[config.mk]
export PLATFORM = sky130hd
export DESIGN_NAME = tone_dds_flat
export DESIGN_NICKNAME = d
export VERILOG_FILES = /design/src/rtl/dds_pkg.sv /design/src/rtl/tone_dds_if.sv /design/src/rtl/sample_tick_gen.sv /design/src/rtl/tone_dds.sv /design/src/flat_wrapper.sv
export SDC_FILE = /design/constraint.sdc
export NUM_CORES = 1
export LEC_CHECK = 0
export CAP_MARGIN = 25
export CORE_AREA = 2 2 110 155
export DETAILED_ROUTE_END_ITERATION = 10
export DIE_AREA = 0 0 112 157
export HOLD_SLACK_MARGIN = 0.12
export SYNTH_ARGS = -nofsm -noshare
export SYNTH_HDL_FRONTEND = slang
export SYNTH_SLANG_ARGS = --single-unit
[constraint.sdc]
create_clock -name sysclk -period 4 [get_ports sysclk]
set_input_delay 0.8 -clock sysclk [delete_from_list [all_inputs] [get_ports sysclk]]
set_output_delay 0.8 -clock sysclk [all_outputs]
set_load 0.02 [all_outputs]
[src/rtl/dds_pkg.sv]
// Shared definitions for the tone DDS engine: waveform mode encoding and
// the legality check applied to every parameter set at elaboration.
package dds_pkg;

  typedef enum logic [1:0] {
    MODE_ROM = 2'd0,
    MODE_SAW = 2'd1,
    MODE_SQR = 2'd2,
    MODE_TRI = 2'd3
  } mode_e;

  // A tick period shorter than the pipeline would put two samples in flight.
  function automatic bit params_ok(input int tick_div, input int step_w,
                                   input int step_mult, input int acc_w,
                                   input int adr_w, input int data_w,
                                   input int rom_lat);
    return (tick_div >= rom_lat + 4) &&
           (step_mult >= 1) && (step_mult <= 15) &&
           (acc_w >= step_w + 4) &&
           (rom_lat >= 1) && (rom_lat <= 3) &&
           (adr_w <= acc_w) && (data_w + 1 <= acc_w);
  endfunction

endpackage

[src/rtl/tone_dds_if.sv]
// Control, ROM and sample-output bundle of the tone DDS engine.
// The slave side is the DDS itself; the master side is the surrounding chain.
interface tone_dds_if
  import dds_pkg::*;
#(
  parameter int STEP_W = 10,
  parameter int ADR_W  = 10,
  parameter int DATA_W = 10
);
  logic              enable;
  mode_e             mode;
  logic [STEP_W-1:0] step_in;
  logic              step_valid;
  logic              tick_out;
  logic [ADR_W-1:0]  rom_adr;
  logic [DATA_W-1:0] rom_data;
  logic [DATA_W-1:0] sample_out;
  logic              sample_load;

  modport master (
    output enable, mode, step_in, step_valid, rom_data,
    input  tick_out, rom_adr, sample_out, sample_load
  );

  modport slave (
    input  enable, mode, step_in, step_valid, rom_data,
    output tick_out, rom_adr, sample_out, sample_load
  );
endinterface

[src/rtl/sample_tick_gen.sv]
// Modulo-TICK_DIV counter; o_tick is high for the single cycle in which
// the count sits at its terminal value.
module sample_tick_gen #(
  parameter int TICK_DIV = 5000
) (
  input  logic sysclk,
  input  logic rst_n,
  output logic o_tick
);
  localparam int CNT_W = (TICK_DIV > 1) ? $clog2(TICK_DIV) : 1;
  localparam logic [CNT_W-1:0] LAST = CNT_W'(TICK_DIV - 1);

  logic [CNT_W-1:0] r_cnt;
  logic             w_last;

  assign w_last = (r_cnt == LAST);
  assign o_tick = w_last;

  always_ff @(posedge sysclk or negedge rst_n) begin
    if (!rst_n)      r_cnt <= '0;
    else if (w_last) r_cnt <= '0;
    else             r_cnt <= r_cnt + 1'b1;
  end
endmodule

[src/rtl/tone_dds.sv]
// DDS tone engine: sample tick, step-scaled phase accumulator and a fixed
// latency waveform pipeline shared by the ROM and the synthetic waveforms.
module tone_dds
  import dds_pkg::*;
#(
  parameter int TICK_DIV  = 5000,
  parameter int STEP_W    = 10,
  parameter int STEP_MULT = 10,
  parameter int ACC_W     = 20,
  parameter int ADR_W     = 10,
  parameter int DATA_W    = 10,
  parameter int ROM_LAT   = 1
) (
  input  logic       sysclk,
  input  logic       rst_n,
  tone_dds_if.slave  bus
);
  if (!params_ok(TICK_DIV, STEP_W, STEP_MULT, ACC_W, ADR_W, DATA_W, ROM_LAT))
  begin : g_param_err
    $error("tone_dds: illegal parameter combination");
  end

  localparam int PROD_W = STEP_W + 4;
  localparam int VLD_D  = ROM_LAT + 3;

  typedef struct packed {
    mode_e             mode;
    logic [DATA_W-1:0] wave;
  } dl_t;

  function automatic logic [DATA_W-1:0] wave_of(input mode_e m,
                                                input logic [ACC_W-1:0] acc);
    case (m)
      MODE_SAW: return acc[ACC_W-1 -: DATA_W];
      MODE_SQR: return {DATA_W{acc[ACC_W-1]}};
      MODE_TRI: return acc[ACC_W-1] ? ~acc[ACC_W-2 -: DATA_W]
                                    :  acc[ACC_W-2 -: DATA_W];
      default:  return '0;
    endcase
  endfunction

  logic              w_tick;
  logic              w_adv;
  logic [PROD_W-1:0] w_inc;
  logic [STEP_W-1:0] r_step;
  logic [ACC_W-1:0]  r_acc;
  logic [VLD_D-1:0]  r_vld_p;
  mode_e             r_mode_p0;
  logic [ADR_W-1:0]  r_rom_adr_p1;
  dl_t               r_dl_p [0:ROM_LAT];
  logic [DATA_W-1:0] r_sample;

  sample_tick_gen #(.TICK_DIV(TICK_DIV)) u_tick (
    .sysclk (sysclk),
    .rst_n  (rst_n),
    .o_tick (w_tick)
  );

  assign w_adv = w_tick & bus.enable;
  assign w_inc = PROD_W'(r_step) * PROD_W'(STEP_MULT);

  assign bus.tick_out    = w_tick;
  assign bus.rom_adr     = r_rom_adr_p1;
  assign bus.sample_out  = r_sample;
  assign bus.sample_load = r_vld_p[VLD_D-1];

  // A step arriving with the tick lands after the accumulator has used the old one.
  always_ff @(posedge sysclk or negedge rst_n) begin
    if (!rst_n) begin
      r_step    <= '0;
      r_acc     <= '0;
      r_mode_p0 <= MODE_ROM;
      r_vld_p   <= '0;
    end else begin
      if (bus.step_valid) r_step <= bus.step_in;
      if (w_adv) begin
        r_acc     <= r_acc + ACC_W'(w_inc);
        r_mode_p0 <= bus.mode;
      end
      r_vld_p <= {r_vld_p[VLD_D-2:0], w_adv};
    end
  end

  // Stage p1: ROM address and synthetic waveform both taken from the new phase.
  always_ff @(posedge sysclk or negedge rst_n) begin
    if (!rst_n) begin
      r_rom_adr_p1 <= '0;
      for (int k = 0; k <= ROM_LAT; k++) r_dl_p[k] <= '0;
    end else begin
      if (r_vld_p[0]) begin
        r_rom_adr_p1 <= r_acc[ACC_W-1 -: ADR_W];
        r_dl_p[0]    <= '{mode: r_mode_p0, wave: wave_of(r_mode_p0, r_acc)};
      end
      for (int k = 1; k <= ROM_LAT; k++) r_dl_p[k] <= r_dl_p[k-1];
    end
  end

  // Output stage: ROM data and delayed waveform arrive in the same cycle.
  always_ff @(posedge sysclk or negedge rst_n) begin
    if (!rst_n) begin
      r_sample <= '0;
    end else if (r_vld_p[ROM_LAT+1]) begin
      r_sample <= (r_dl_p[ROM_LAT].mode == MODE_ROM) ? bus.rom_data
                                                     : r_dl_p[ROM_LAT].wave;
    end
  end
endmodule
[src/flat_wrapper.sv]
// flat-port wrapper written by rule: the top's interface ports become plain ports
module tone_dds_flat import dds_pkg::*;
#(
  parameter int TICK_DIV  = 5000,
  parameter int STEP_W    = 10,
  parameter int STEP_MULT = 10,
  parameter int ACC_W     = 20,
  parameter int ADR_W     = 10,
  parameter int DATA_W    = 10,
  parameter int ROM_LAT   = 1
)
  (sysclk, rst_n, bus_enable, bus_mode, bus_step_in, bus_step_valid, bus_rom_data, bus_tick_out, bus_rom_adr, bus_sample_out, bus_sample_load);
  tone_dds_if #(.STEP_W(STEP_W), .ADR_W(ADR_W), .DATA_W(DATA_W)) bus_i ();
  input  logic sysclk;
  input  logic rst_n;
  input wire logic [$bits(bus_i.enable)-1:0] bus_enable;
  input wire logic [$bits(bus_i.mode)-1:0] bus_mode;
  input wire logic [$bits(bus_i.step_in)-1:0] bus_step_in;
  input wire logic [$bits(bus_i.step_valid)-1:0] bus_step_valid;
  input wire logic [$bits(bus_i.rom_data)-1:0] bus_rom_data;
  output wire logic [$bits(bus_i.tick_out)-1:0] bus_tick_out;
  output wire logic [$bits(bus_i.rom_adr)-1:0] bus_rom_adr;
  output wire logic [$bits(bus_i.sample_out)-1:0] bus_sample_out;
  output wire logic [$bits(bus_i.sample_load)-1:0] bus_sample_load;
  assign bus_i.enable = bus_enable;
  assign bus_i.mode = bus_mode;
  assign bus_i.step_in = bus_step_in;
  assign bus_i.step_valid = bus_step_valid;
  assign bus_i.rom_data = bus_rom_data;
  assign bus_tick_out = bus_i.tick_out;
  assign bus_rom_adr = bus_i.rom_adr;
  assign bus_sample_out = bus_i.sample_out;
  assign bus_sample_load = bus_i.sample_load;
  tone_dds #(.TICK_DIV(TICK_DIV), .STEP_W(STEP_W), .STEP_MULT(STEP_MULT), .ACC_W(ACC_W), .ADR_W(ADR_W), .DATA_W(DATA_W), .ROM_LAT(ROM_LAT)) u_core (.sysclk(sysclk), .rst_n(rst_n), .bus(bus_i));
endmodule
==> impl_metrics.yaml, run 1 <==
status:
  status: "completed"
synth:
  synthesis.instances: 459
  synth_area_um2: 4770
  syn_nets: 518
  ys_seq_area_frac: 0.482
  synthArstFlopShare: 1.00
  ys_ff_latch: 92
  synth.distinct_cells: 45
  synth_warnings: 0
  yosys.area.top_type: "dfrtp_1"
  ys.flop_type: "dfrtp_1"
  synth_top_cell_area_share: 0.482
  yosys-top-cells-area: "dfrtp_1 (48%), ha_1 (8.1%), mux2_2 (6.1%)"
  synth_edf_count: 0
  synth_area_per_cell_um2: 10.4
placed_design:
  place_area_um2: 5440
  port_buffers: 47
  gp_congestion: 0.842
  placed_cells: 688
  dp_hpwl_um: 6990
cts:
  cts_root_buffer: "clkbuf_16"
  numClockSinks: 92
  cts_tree: "yes"
  cts_hold_buf: 0
  cts_buffers: 9
  path_clk_slew_ns: 0.07
  clock_path_buffers: 2
  cts_setup_buffers: 0
  clkLatencyLatePin_ns: 0.34
  h-tree-depth: 3
  cts.repair.resized: 1
setup_path:
  r2r-end: "u_core.r_acc[14]"
  r2r-start: "u_core.r_step[2]"
  worstSetupPathType: "flop to flop"
  critPathLaunchType: "flop"
  endpoint_kind: "flop"
  reg2reg_depth: 14
  critPathMaxFanout: 9
  cp_data_required_time_ns: 4.21
  rrSetupSlack_ns: 0.20
  worst_ep_arrival_time_ns: 4.01
finish:
  final_nets: 561
  design_area_um2: 5790
  fillerInstances: 1622
  final_core_util: 0.360
  areaGrowthSynthToFinish_pct: 21.3
  layout-drive-gt1-share: 0.108
  diodes: 0
  fin_cells: 706
  ff_latch_area_um2: 2300
  multiInputGateArea_um2: 2390
routing:
  wire_per_inst_um: 13.7
  routed_via_density: 5.01
  ant_nets: 0
  drc_errors: 0
  vias: 3535
  dr.first_iter.drc_count: 121
  firstDrtPassIters: 4
  routed_wl_um: 9690
timing:
  fin_crit_sh: 0.950
  fmax_mhz: 263
  setup_violations: 0
  worst_slew_pin_slew_ns: 0.667
  finalSetupTns_ns: 0
  slew_headroom: 0.554
  slew_viol_final: 0
  skew_ns: 0.00551
  period_minus_slack_ns: 3.80
  hold_violations: 0
  worst_hold_slack_ns: 0.250
power:
  vdd.ir_drop.worst_uv: 182
  p_per_area_nw_per_um2: 383
  leakage_nw: 2.60
run:
  cap_violations: 0
floorplanning:
  die_h_um: 157
  fp.dieArea_um2: 17600
  start_util: 0.296
  core_um2: 16100
  ios: 48
  die_x_um: 112
  rows: 55
worst_hold_path:
  hp-class: "input port to async pin"
global_route:
  grt_pass1_wl_um: 16300
  antenna_found_initial: 0
  grt_max_degree: 75
  grt_pass1_vias: 3531
  track_usage: 0.112
  overflow: 0
==> per-stage QoR <==
stage / power, W / setup WS, ns
2_1_floorplan: 0.00128 / 0.418
3_3_place_gp: 0.00139 / 0.243
3_5_place_dp: 0.00140 / 0.127
4_1_cts: 0.00223 / 0.109
5_1_grt: 0.00235 / -0.0265
6_report: 0.00222 / 0.198
==> cell usage in the layout, fill, tap and decap left out, drive strengths merged, types with 12 or more instances in the layout <==
cell / instances
dfrtp: 92
nor2: 47
clkdlybuf4s50: 46
nand2: 42
a21oi: 35
ha: 31
mux2: 26
xnor2: 23
o21ai: 21
nand3: 15
xor2: 13
inv: 13
mux2i: 12
==> synth_stat cells, types with 2 or more instances <==
cell type	number
mux2_2	26
o2111ai_1	3
nand2_1	42
clkbuf_1	17
nand3_1	15
a211oi_1	2
mux2i_1	12
nor2_1	47
or3_1	2
nor3_1	10
and3_1	2
a221oi_1	3
nand2b_1	5
or4_1	2
a31oi_1	2
xor2_1	13
inv_1	8
buf_1	3
nand4_1	5
ha_1	31
a22oi_1	9
nor2b_1	4
nor3b_1	2
o21ai_0	21
a21o_1	5
dfrtp_1	92
xnor2_1	23
a21oi_1	35
fa_1	2
==> where the power goes <==
part	total (W)	internal, W	switching [W]
Clock	0.000818	0.000437	0.000381
Combinational	0.000444	0.000198	0.000245
Sequential	0.000959	0.000942	0.0000162
Total	0.00222	0.00158	0.000643
==> sequential cells by signal, indices dropped and copies added, names as in the netlist <==
name                   count
u_core.r_dl_p             24
u_core.u_tick.r_cnt       13
u_core.r_acc              19
u_core.bus.sample_out     10
u_core.r_mode_p0           2
u_core.r_vld_p             4
u_core.bus.rom_adr        10
u_core.r_step             10
==> worst max-delay path, stage by stage (launching register included) <==
cell	delay, ns
dfrtp_1	0.40
ha_1	0.35
ha_1	0.31
a21o_1	0.19
a211oi_1	0.24
nor2_1	0.09
o21ai_0	0.14
o2bb2ai_1	0.17
xnor2_1	0.15
ha_1	0.36
a21o_1	0.27
a21oi_4	0.22
nor3_1	0.11
a2111oi_1	0.54
nand3_1	0.13
==> kinds of logic (layout without fill, tap and decap cells) <==
family,count (synthesis),after routing,synth area share
xor gates and xnor gates,36,36,0.0661
adders and majority gates,33,33,0.0896
buffers and inverters,29,77,0.0231
AOI/OAI and AO/OA,89,89,0.115
muxes,38,38,0.0865
and+or+nand+nor,142,142,0.138
DFF,92,92,0.482
==> routing by layer <==
metal,routed length [um],vias to the layer above,GRT usage
li1,-,1716,-
met5,0,-,0
met4,182,0,0.0470
met2,5260,67,0.211
met1,3920,1735,0.123
met3,323,17,0.0216
==> final cells by class <==
| class | count | area share |
|---|---|---|
| Multi-Input combinational cell | 338 | 0.412 |
| Sequential cell | 92 | 0.398 |
| Timing Repair Buffer | 53 | 0.0920 |
| Tap cell | 199 | 0.0430 |
| Clock buffer | 9 | 0.0389 |
| Clock inverter | 7 | 0.0108 |
| Inverter | 8 | 0.00519 |
==> worst max-delay path by stage <==
| stage | start | endpoint | slack, ns | cells after the start |
|---|---|---|---|---|
| 2_1_floorplan | u_core.r_step[1] | u_core.r_acc[18] | 0.42 | 16 |
| 3_3_place_gp | u_core.r_step[1] | u_core.r_acc[16] | 0.24 | 15 |
| 3_5_place_dp | u_core.r_step[1] | u_core.r_acc[18] | 0.13 | 15 |
| 4_1_cts | u_core.r_step[1] | u_core.r_acc[14] | 0.11 | 14 |
| 5_1_grt | u_core.r_step[2] | u_core.r_acc[14] | -0.03 | 14 |
| 6_report | u_core.r_step[2] | u_core.r_acc[14] | 0.20 | 14 |
No activity file was read; power rests on OpenSTA's default activity.
==> run 2: changes to the inputs <==
Settings changed: SLEW_MARGIN from default to 20.
==> run 2 against run 1 <==
Worst setup slack improved by 0.061 ns. Flip-flop and latch count did not move. Die area is the same. Utilization decreased by 0.078 points. Final cell count is 0.14% lower. Critical path depth unchanged. Via count fell by 0.42%. Largest power group unchanged.
==> impl_metrics.yaml, run 2 (same netlist as run 1, synthesis figures left out) <==
timing:
  fin_crit_sh: 0.935
  fmax_mhz: 267
  worst_slew_pin_slew_ns: 0.651
  slew_viol_final: 0
  skew_ns: 0.00522
  setup_violations: 0
  period_minus_slack_ns: 3.74
  slew_headroom: 0.565
  worst_hold_slack_ns: 0.352
  grt_setup_unrepaired: "no"
  hold_violations: 0
  fin_ws_ns: 0.259
  finalSetupTns_ns: 0
routing:
  firstDrtPassIters: 4
  routed_wl_um: 9660
  dr.first_iter.drc_count: 147
  vias: 3520
  drc_errors: 0
  wire_per_inst_um: 13.7
  ant_nets: 0
  routed_via_density: 4.99
setup_path:
  worst_ep_arrival_time_ns: 3.95
  crit_path_frequent_cell: "ha_1"
  crit_path_cell_trace: "ha_1, ha_1, a21o_1, a211oi_1, nor2_1, o21ai_0, o2bb2ai_1, xnor2_1, ha_1, a21o_1, a21oi_4, nor3_1, a2111oi_1, nand3_1"
  cp_slowest_cell: "a2111oi_1"
  cp_data_required_time_ns: 4.21
  max_stage_delay_ns: 0.50
  critPathLaunchType: "flop"
  critPathMaxFanout: 9
  endpoint_kind: "flop"
  worstSetupPathType: "flop to flop"
placed_design:
  dp_slack_ns: 0.127
  dp_hpwl_um: 6990
  gp_congestion: 0.842
  port_buffers: 47
floorplanning:
  fp.dieArea_um2: 17600
  die_h_um: 157
  die_x_um: 112
  core_um2: 16100
  ios: 48
  start_util: 0.296
  rows: 55
cts:
  numClockSinks: 92
  clock_path_buffers: 2
  cts_hold_buf: 0
  h-tree-depth: 3
  cts_buffers: 9
  cts_root_buffer: "clkbuf_16"
  cts.repair.resized: 1
  cts_setup_buffers: 0
  path_clk_slew_ns: 0.07
  cts_tree: "yes"
  clkLatencyLatePin_ns: 0.34
finish:
  areaGrowthSynthToFinish_pct: 21.0
  largest-register: "u_core.r_dl_p"
  largest_reg_flops: 24
  diodes: 0
  final_core_util: 0.359
  largestRegisters: "u_core.r_dl_p x24, u_core.r_acc x19, u_core.u_tick.r_cnt x13"
  layout_common_cells: "dfrtp_1 (92), nor2_1 (46), clkdlybuf4s50_1 (46)"
  layout-drive-gt1-share: 0.109
  final_common_cell: "dfrtp_1"
  final_nets: 560
power:
  vdd.ir_drop.worst_uv: 184
  p_per_area_nw_per_um2: 384
  leakage_nw: 2.59
  power_w: 0.00222
run:
  cap_violations: 0
global_route:
  overflow: 0
  grt_pass1_vias: 3531
  antenna_found_initial: 0
  grt_pass1_wl_um: 16300
  grt_max_degree: 75
  track_usage: 0.112
status:
  status: "completed"
worst_hold_path:
  hp-class: "flop to flop"
run 2: cell count changes in the layout (fill, tap and decap cells not counted):
cell,before,now
buf_16,1,0
buf_4,6,5
buf_12,0,1
nor2_1,47,46
nor2_2,0,1
run 2: path summary, 6_finish.rpt:
check / from / cells after the start / to / slack [ns]
max: u_core.r_step[2] / 14 / u_core.r_acc[14] / 0.26
min: u_core.r_vld_p[1] / 0 / u_core.r_vld_p[2] / 0.35
max reg2reg: u_core.r_step[2] / 14 / u_core.r_acc[14] / 0.26
min reg2reg: u_core.r_vld_p[1] / 0 / u_core.r_vld_p[2] / 0.35
max in group asynchronous: rst_n / 3 / u_core.r_dl_p[1] / 2.70
min in group asynchronous: rst_n / 1 / u_core.r_dl_p[6] / 0.40
run 2: final cells by class:
cell class	instances	area, um2
Fill cell	1624	10300
Sequential cell	92	2300
Clock buffer	9	225
Clock inverter	7	62.6
Multi-Input combinational cell	338	2390
Inverter	8	30.0
Tap cell	199	249
Timing Repair Buffer	52	518
run 2: where the power goes:
part           leakage [nW]  switching (W)  internal, W
clock network         0.145       0.000382     0.000437
logic                  1.28       0.000247     0.000198
registers              1.17      0.0000161     0.000942
total                  2.59       0.000644      0.00158
run 2: worst max-delay path: cells and delay by family (launching register included):
kind                     cells  cell delay [ns]
AO/OA/AOI/OAI                7             1.73
adder cells (fa/ha/maj)      3             1.02
flip-flops                   1             0.40
AND/OR/NAND/NOR              3             0.31
XOR/XNOR                     1             0.15
run 2: stage by stage:
step / cells / cell area [um2]
6_report: 705 / 5780
3_5_place_dp: 688 / 5440
3_3_place_gp: 688 / 5440
5_1_grt: 705 / 5780
2_1_floorplan: 459 / 4770
4_1_cts: 704 / 5730
run 2: layer usage:
layer | up-vias | wire length (um) | track usage
li1 | 1715 | - | -
met1 | 1719 | 3820 | 0.123
met2 | 73 | 5360 | 0.211
met3 | 13 | 325 | 0.0216
met4 | 0 | 154 | 0.0470
met5 | - | 0 | 0
